**src/rtl/bp_perf_monitor_if.sv**
```systemverilog
// bp_perf_monitor_if: hazard/prediction taps and counter read port of the perf monitor
interface bp_perf_monitor_if #(parameter int CNT_WIDTH = 32);
  logic en_i, clear_i, StallD_i, FlushD_i, FlushE_i;
  logic [31:0] PCF_i;
  logic BranchTakenF_i, BranchE_i, JumpE_i, ActualTakenE_i;
  logic [4:0] rd_sel_i;
  logic [CNT_WIDTH-1:0] rd_data_o;
  logic overflow_o;
  modport master (
    output en_i, clear_i, StallD_i, FlushD_i, FlushE_i, PCF_i, BranchTakenF_i,
           BranchE_i, JumpE_i, ActualTakenE_i, rd_sel_i,
    input  rd_data_o, overflow_o
  );
  modport slave (
    input  en_i, clear_i, StallD_i, FlushD_i, FlushE_i, PCF_i, BranchTakenF_i,
           BranchE_i, JumpE_i, ActualTakenE_i, rd_sel_i,
    output rd_data_o, overflow_o
  );
endinterface

```
**src/rtl/bp_perf_monitor.sv**
```systemverilog
// bp_perf_monitor: tracks fetch predictions to Execute and counts hits, misses and per-PC mispredicts
module bp_perf_monitor #(
  parameter int CNT_WIDTH = 32,
  parameter int NUM_HIST  = 8,
  parameter bit SATURATE  = 1'b1
) (
  input logic              clk,
  input logic              reset,
  bp_perf_monitor_if.slave bus
);
  localparam int HW = NUM_HIST > 1 ? $clog2(NUM_HIST) : 1;
  typedef logic [CNT_WIDTH-1:0] cnt_t;
  logic dvalid_q, dvalid_d, dpred_q, dpred_d, evalid_q, evalid_d, epred_q, epred_d;
  logic [HW-1:0] dpc_q, dpc_d, epc_q, epc_d, hidx;
  cnt_t cnt_q [6];
  cnt_t cnt_d [6];
  cnt_t hist_q [NUM_HIST];
  cnt_t hist_d [NUM_HIST];
  logic [5:0] inc;
  logic [NUM_HIST-1:0] hinc;
  logic ovf_q, ovf_d;
  cnt_t rd_q, rd_d;
  logic unused_pc;
  function automatic cnt_t bump(cnt_t c, logic i);
    return !i ? c : (SATURATE && &c) ? c : c + 1'b1;
  endfunction
  // Only the PC bits that select a histogram bucket travel down the pipe
  assign unused_pc = ^{bus.PCF_i[31:HW+2], bus.PCF_i[1:0]};
  assign hidx = NUM_HIST > 1 ? epc_q : '0;
  assign bus.rd_data_o = rd_q;
  assign bus.overflow_o = ovf_q;
  always_comb begin
    dvalid_d = bus.FlushD_i ? 1'b0 : bus.StallD_i ? dvalid_q : 1'b1;
    dpred_d = (bus.FlushD_i || bus.StallD_i) ? dpred_q : bus.BranchTakenF_i;
    dpc_d = (bus.FlushD_i || bus.StallD_i) ? dpc_q : bus.PCF_i[HW+1:2];
    evalid_d = (bus.FlushE_i || bus.StallD_i) ? 1'b0 : dvalid_q;
    epred_d = (bus.FlushE_i || bus.StallD_i) ? epred_q : dpred_q;
    epc_d = (bus.FlushE_i || bus.StallD_i) ? epc_q : dpc_q;
  end
  always_comb begin
    inc[0] = bus.en_i;
    inc[1] = bus.en_i && evalid_q;
    inc[4] = inc[1] && bus.JumpE_i;
    inc[5] = inc[4] && !epred_q;
    inc[2] = inc[1] && !bus.JumpE_i && bus.BranchE_i;
    inc[3] = inc[2] && (epred_q != bus.ActualTakenE_i);
    hinc = '0;
    ovf_d = ovf_q;
    for (int i = 0; i < 6; i++) begin
      cnt_d[i] = bump(cnt_q[i], inc[i]);
      ovf_d = ovf_d | (inc[i] & (&cnt_q[i]));
    end
    for (int k = 0; k < NUM_HIST; k++) begin
      hinc[k] = inc[3] && hidx == HW'(k);
      hist_d[k] = bump(hist_q[k], hinc[k]);
      ovf_d = ovf_d | (hinc[k] & (&hist_q[k]));
    end
    if (bus.clear_i) begin
      for (int i = 0; i < 6; i++) cnt_d[i] = '0;
      for (int k = 0; k < NUM_HIST; k++) hist_d[k] = '0;
      ovf_d = 1'b0;
    end
    rd_d = '0;
    for (int i = 0; i < 6; i++) if (bus.rd_sel_i == 5'(i)) rd_d = cnt_q[i];
    for (int k = 0; k < NUM_HIST; k++) if (bus.rd_sel_i == 5'(16 + k)) rd_d = hist_q[k];
  end
  always_ff @(posedge clk) begin
    if (reset) begin
      {dvalid_q, dpred_q, evalid_q, epred_q, ovf_q} <= '0;
      dpc_q <= '0;
      epc_q <= '0;
      rd_q <= '0;
      cnt_q <= '{default: '0};
      hist_q <= '{default: '0};
    end else begin
      {dvalid_q, dpred_q, evalid_q, epred_q, ovf_q} <= {dvalid_d, dpred_d, evalid_d, epred_d, ovf_d};
      dpc_q <= dpc_d;
      epc_q <= epc_d;
      rd_q <= rd_d;
      cnt_q <= cnt_d;
      hist_q <= hist_d;
    end
  end
endmodule

```
**src/flat_wrapper.sv**
```systemverilog
// flat-port wrapper written by rule: the top's interface ports become plain ports
module bp_perf_monitor_flat 
#(
  parameter int CNT_WIDTH = 32,
  parameter int NUM_HIST  = 8,
  parameter bit SATURATE  = 1'b1
)
  (clk, reset, bus_en_i, bus_clear_i, bus_StallD_i, bus_FlushD_i, bus_FlushE_i, bus_PCF_i, bus_BranchTakenF_i, bus_BranchE_i, bus_JumpE_i, bus_ActualTakenE_i, bus_rd_sel_i, bus_rd_data_o, bus_overflow_o);
  bp_perf_monitor_if #(.CNT_WIDTH(CNT_WIDTH)) bus_i ();
  input logic clk;
  input logic reset;
  input wire logic [$bits(bus_i.en_i)-1:0] bus_en_i;
  input wire logic [$bits(bus_i.clear_i)-1:0] bus_clear_i;
  input wire logic [$bits(bus_i.StallD_i)-1:0] bus_StallD_i;
  input wire logic [$bits(bus_i.FlushD_i)-1:0] bus_FlushD_i;
  input wire logic [$bits(bus_i.FlushE_i)-1:0] bus_FlushE_i;
  input wire logic [$bits(bus_i.PCF_i)-1:0] bus_PCF_i;
  input wire logic [$bits(bus_i.BranchTakenF_i)-1:0] bus_BranchTakenF_i;
  input wire logic [$bits(bus_i.BranchE_i)-1:0] bus_BranchE_i;
  input wire logic [$bits(bus_i.JumpE_i)-1:0] bus_JumpE_i;
  input wire logic [$bits(bus_i.ActualTakenE_i)-1:0] bus_ActualTakenE_i;
  input wire logic [$bits(bus_i.rd_sel_i)-1:0] bus_rd_sel_i;
  output wire logic [$bits(bus_i.rd_data_o)-1:0] bus_rd_data_o;
  output wire logic [$bits(bus_i.overflow_o)-1:0] bus_overflow_o;
  assign bus_i.en_i = bus_en_i;
  assign bus_i.clear_i = bus_clear_i;
  assign bus_i.StallD_i = bus_StallD_i;
  assign bus_i.FlushD_i = bus_FlushD_i;
  assign bus_i.FlushE_i = bus_FlushE_i;
  assign bus_i.PCF_i = bus_PCF_i;
  assign bus_i.BranchTakenF_i = bus_BranchTakenF_i;
  assign bus_i.BranchE_i = bus_BranchE_i;
  assign bus_i.JumpE_i = bus_JumpE_i;
  assign bus_i.ActualTakenE_i = bus_ActualTakenE_i;
  assign bus_i.rd_sel_i = bus_rd_sel_i;
  assign bus_rd_data_o = bus_i.rd_data_o;
  assign bus_overflow_o = bus_i.overflow_o;
  bp_perf_monitor #(.CNT_WIDTH(CNT_WIDTH), .NUM_HIST(NUM_HIST), .SATURATE(SATURATE)) u_core (.clk(clk), .reset(reset), .bus(bus_i));
endmodule
```
**config.mk**
```make
export PLATFORM = sky130hd
export DESIGN_NAME = bp_perf_monitor_flat
export DESIGN_NICKNAME = d
export VERILOG_FILES = /design/src/rtl/bp_perf_monitor_if.sv /design/src/rtl/bp_perf_monitor.sv /design/src/flat_wrapper.sv
export SDC_FILE = /design/constraint.sdc
export NUM_CORES = 1
export LEC_CHECK = 0
export CORE_ASPECT_RATIO = 1.1
export CORE_MARGIN = 2
export CORE_UTILIZATION = 50
export DETAILED_ROUTE_END_ITERATION = 6
export DONT_BUFFER_PORTS = 1
export PLACE_DENSITY_LB_ADDON = 0.12
export SLEW_MARGIN = 5
export SYNTH_ARGS = -nofsm -noshare
export SYNTH_HDL_FRONTEND = slang
export SYNTH_SLANG_ARGS = --single-unit
```
**constraint.sdc**
```tcl
create_clock -name clk -period 5.7 [get_ports clk]
set_input_delay 1.425 -clock clk [delete_from_list [all_inputs] [get_ports clk]]
set_output_delay 1.425 -clock clk [all_outputs]
set_load 0.03 [all_outputs]
```
==> results.yml <==
global_route:
  globalRoute.busiestLayer: "met2"
  antenna_found_initial: 2
  grt_start_max_net_pins: 155
  grt_first_pass_wirelength_um: 137200
  met1_usage_pct: 44.15
  met2_usage_pct: 51.10
  grt_pass1_vias: 22640
  grt_usage_pct: 32.43
  use_met3_pct: 5.825
  grt_remaining_overflow: 0
sta:
  max_freq_mhz: 280.2
  hold_slack_ns: 0.4568
  min_period_ns: 3.568
  fin_worst_skew_ns: 0.02619
  min_period_over_period_pct: 62.60
  hold_viol: 0
  rsz0062_at_grt: "no"
  slew_headroom_pct: 24.23
  fin_setup_tns_ns: 0
  slew_viol_final: 0
  tightestPinTransition_ns: 1.136
  setup_viol: 0
layout:
  final_nets: 3197
  nFillCells: 4822
  drive_gt1_share_pct: 5.142
  syn_to_final_growth_pct: 8.324
  antennaDiodeCount: 0
  final_cell_area_sq_mm: 0.02825
worst_hold_path:
  hp-class: "flop to flop"
  worstHoldStart: "u_core.dpc_q[1]"
clock_tree:
  cts_resized: 0
  clock_latency_ns: 0.62
  cts_buffers: 53
  clk_pin_slew_ns: 0.06
  hold_buffers: 0
  clockRootBuffer: "clkbuf_16"
  clockBufferDepth: 3
  cts_max_level: 2
  cts_sinks: 491
  tritoncts: "done"
  postCtsSetupBuffers: 0
yosys:
  synth.area.top_cells: "dfxtp_1 (38%), xor2_1 (6.3%), nor2_1 (5.9%), nand4_1 (4.8%), xnor2_1 (3.8%)"
  synth_most_common_cell: "dfxtp_1"
  synth_cell_types: 72
  netlist_area_sq_mm: 0.02608
  yosys_warnings: 0
  async_reset_ff_share_pct: 0
  synth-edff-count: 0
  syn_avg_cell_area_sq_um: 8.067
  synth_top_area_share_pct: 37.69
  synth-main-ff-cell: "dfxtp_1"
  synth-seq-cells: 491
  synth.largest_area_cell: "dfxtp_1"
  yosysSeqAreaShare_pct: 37.69
  syn_nets: 3295
  netlist_instances: 3233
  synthTopCellsByCount: "dfxtp_1 (491), nor2_1 (407), nand2_1 (261), nand4_1 (201), xor2_1 (188)"
placed_design:
  place_area_sq_mm: 0.02654
  port_buffers: 0
  dp_hpwl_um: 64980
  gp_congestion: 0.9826
run_status:
  violations: "design-rule violations"
  outcome: "complete, but fails checks"
worst_setup_path:
  reg2reg_to: "u_core.cnt_q[17]"
  crit_path_max_fanout: 93
  critPathSlowestCell: "and3_1"
  r2r_cells: 6
  crit_end: "u_core.bus.rd_data_o[28]"
  critPathLaunchType: "primary input"
  r2r_setup_slack_ns: 2.45
  cp.arrival_ns: 4.08
  required_ns: 6.21
  max_stage_delay_ns: 1.02
  path_cells: "nor2b_1, and3_1, buf_4, a222oi_1, nand4_1, a22oi_1, a211oi_1"
  end_kind: "flop"
  rr_startpoint: "u_core.cnt_q[11]"
  startpoint: "bus_rd_sel_i[0]"
  crit_type: "primary input to flop"
drt:
  drt_iter0_markers: 3182
  wl_per_cell_um: 23.43
  viasPerCell: 6.532
  vias: 25060
  ant_nets: 0
  totalWireLength_um: 89880
  drc_errors: 19
  dr.pass1.iters: 7
power:
  ir_drop_mv: 0.2190
  p_leak_nw: 8.595
  power.density_mw_per_mm2: 252.5
  total_power_mw: 7.135
die:
  num_rows: 87
  fp.dieH_um: 243.5
  core-area_sq_mm: 0.05138
  fp.dieArea_sq_mm: 0.05401
  start_util_pct: 50.76
  die_x_um: 221.8
  io_pins: 81
flow_run:
  drv_cap: 0
## critical path, delay by kind of cell
family | cells | cell delay (ns)
AO/OA/AOI/OAI | 3 | 0.53
buffers and inverters | 1 | 0.28
AND/OR/NAND/NOR | 3 | 1.80
## state kept, by name (all words and copies together) (netlist names)
name	flops
u_core.bus.overflow_o	1
u_core.bus.rd_data_o	32
u_core.cnt_q	192
u_core.dpc_q	3
u_core.dpred_q	1
u_core.dvalid_q	1
u_core.epc_q	3
u_core.epred_q	1
u_core.evalid_q	1
u_core.hist_q	256
## worst min-delay path by stage
stage                                  to  slack [ns]  cells past startpoint
after global routing      u_core.epc_q[0]        0.48                      2
after detailed placement  u_core.epc_q[1]        0.44                      2
final                     u_core.epc_q[1]        0.46                      2
after CTS                 u_core.epc_q[1]        0.45                      2
after global placement    u_core.epc_q[0]        0.43                      2
after floorplan           u_core.evalid_q        0.42                      2
## final cells by class
cell class | count | area, sq um | share of cell area, %
multi-input combinational | 2492 | 15320 | 54.25
sequential | 491 | 9829 | 34.79
clock buffer | 76 | 1534 | 5.430
tap | 667 | 834.6 | 2.954
timing repair buffer | 42 | 340.3 | 1.205
inverter | 55 | 206.4 | 0.7308
clock inverter | 14 | 181.4 | 0.6422
## placed cells by master, fill, tap and decap left out, drive strengths merged, types with 93 or more instances in the layout
| cell type | n |
|---|---|
| dfxtp | 491 |
| nor2 | 407 |
| nand2 | 262 |
| nand4 | 201 |
| xor2 | 188 |
| nand3 | 177 |
| a21oi | 155 |
| xnor2 | 114 |
| o21ai | 107 |
| or3 | 94 |
| nor3 | 93 |
## routing by layer
metal	up-vias	share of wire (%)	wire [um]
met5	-	0.0089	8
met2	1091	45	40150
met1	12130	42	38090
li1	11670	-	-
met4	2	4.2	3770
met3	175	8.8	7865
## power breakdown
group	total (mW)	internal (mW)	leakage (nW)	switching, mW
sequential	3.46	3.44	3.96	0.0174
clock	3.48	2.03	0.850	1.44
combinational	0.201	0.0470	3.79	0.154
total	7.13	5.52	8.60	1.61
## cell families after synthesis
kind of cell	Yosys count	share of synthesized area (%)
compound gates	552	13.99
xor+xnor	302	10.14
fa+ha+maj	14	0.6717
buf+inv	250	3.704
flops	491	37.69
mux	68	3.080
simple gates	1556	30.72
## stage by stage
stage	instances	worst slack, ns	utilization, %
2_1_floorplan	3233	2.306	-
4_1_cts	3837	2.231	54.98
3_3_place_gp	3747	1.591	51.65
3_5_place_dp	3747	1.589	51.65
6_report	3837	2.132	54.98
5_1_grt	3837	2.022	54.98
Note: power is estimated with default switching activity, not from simulation.
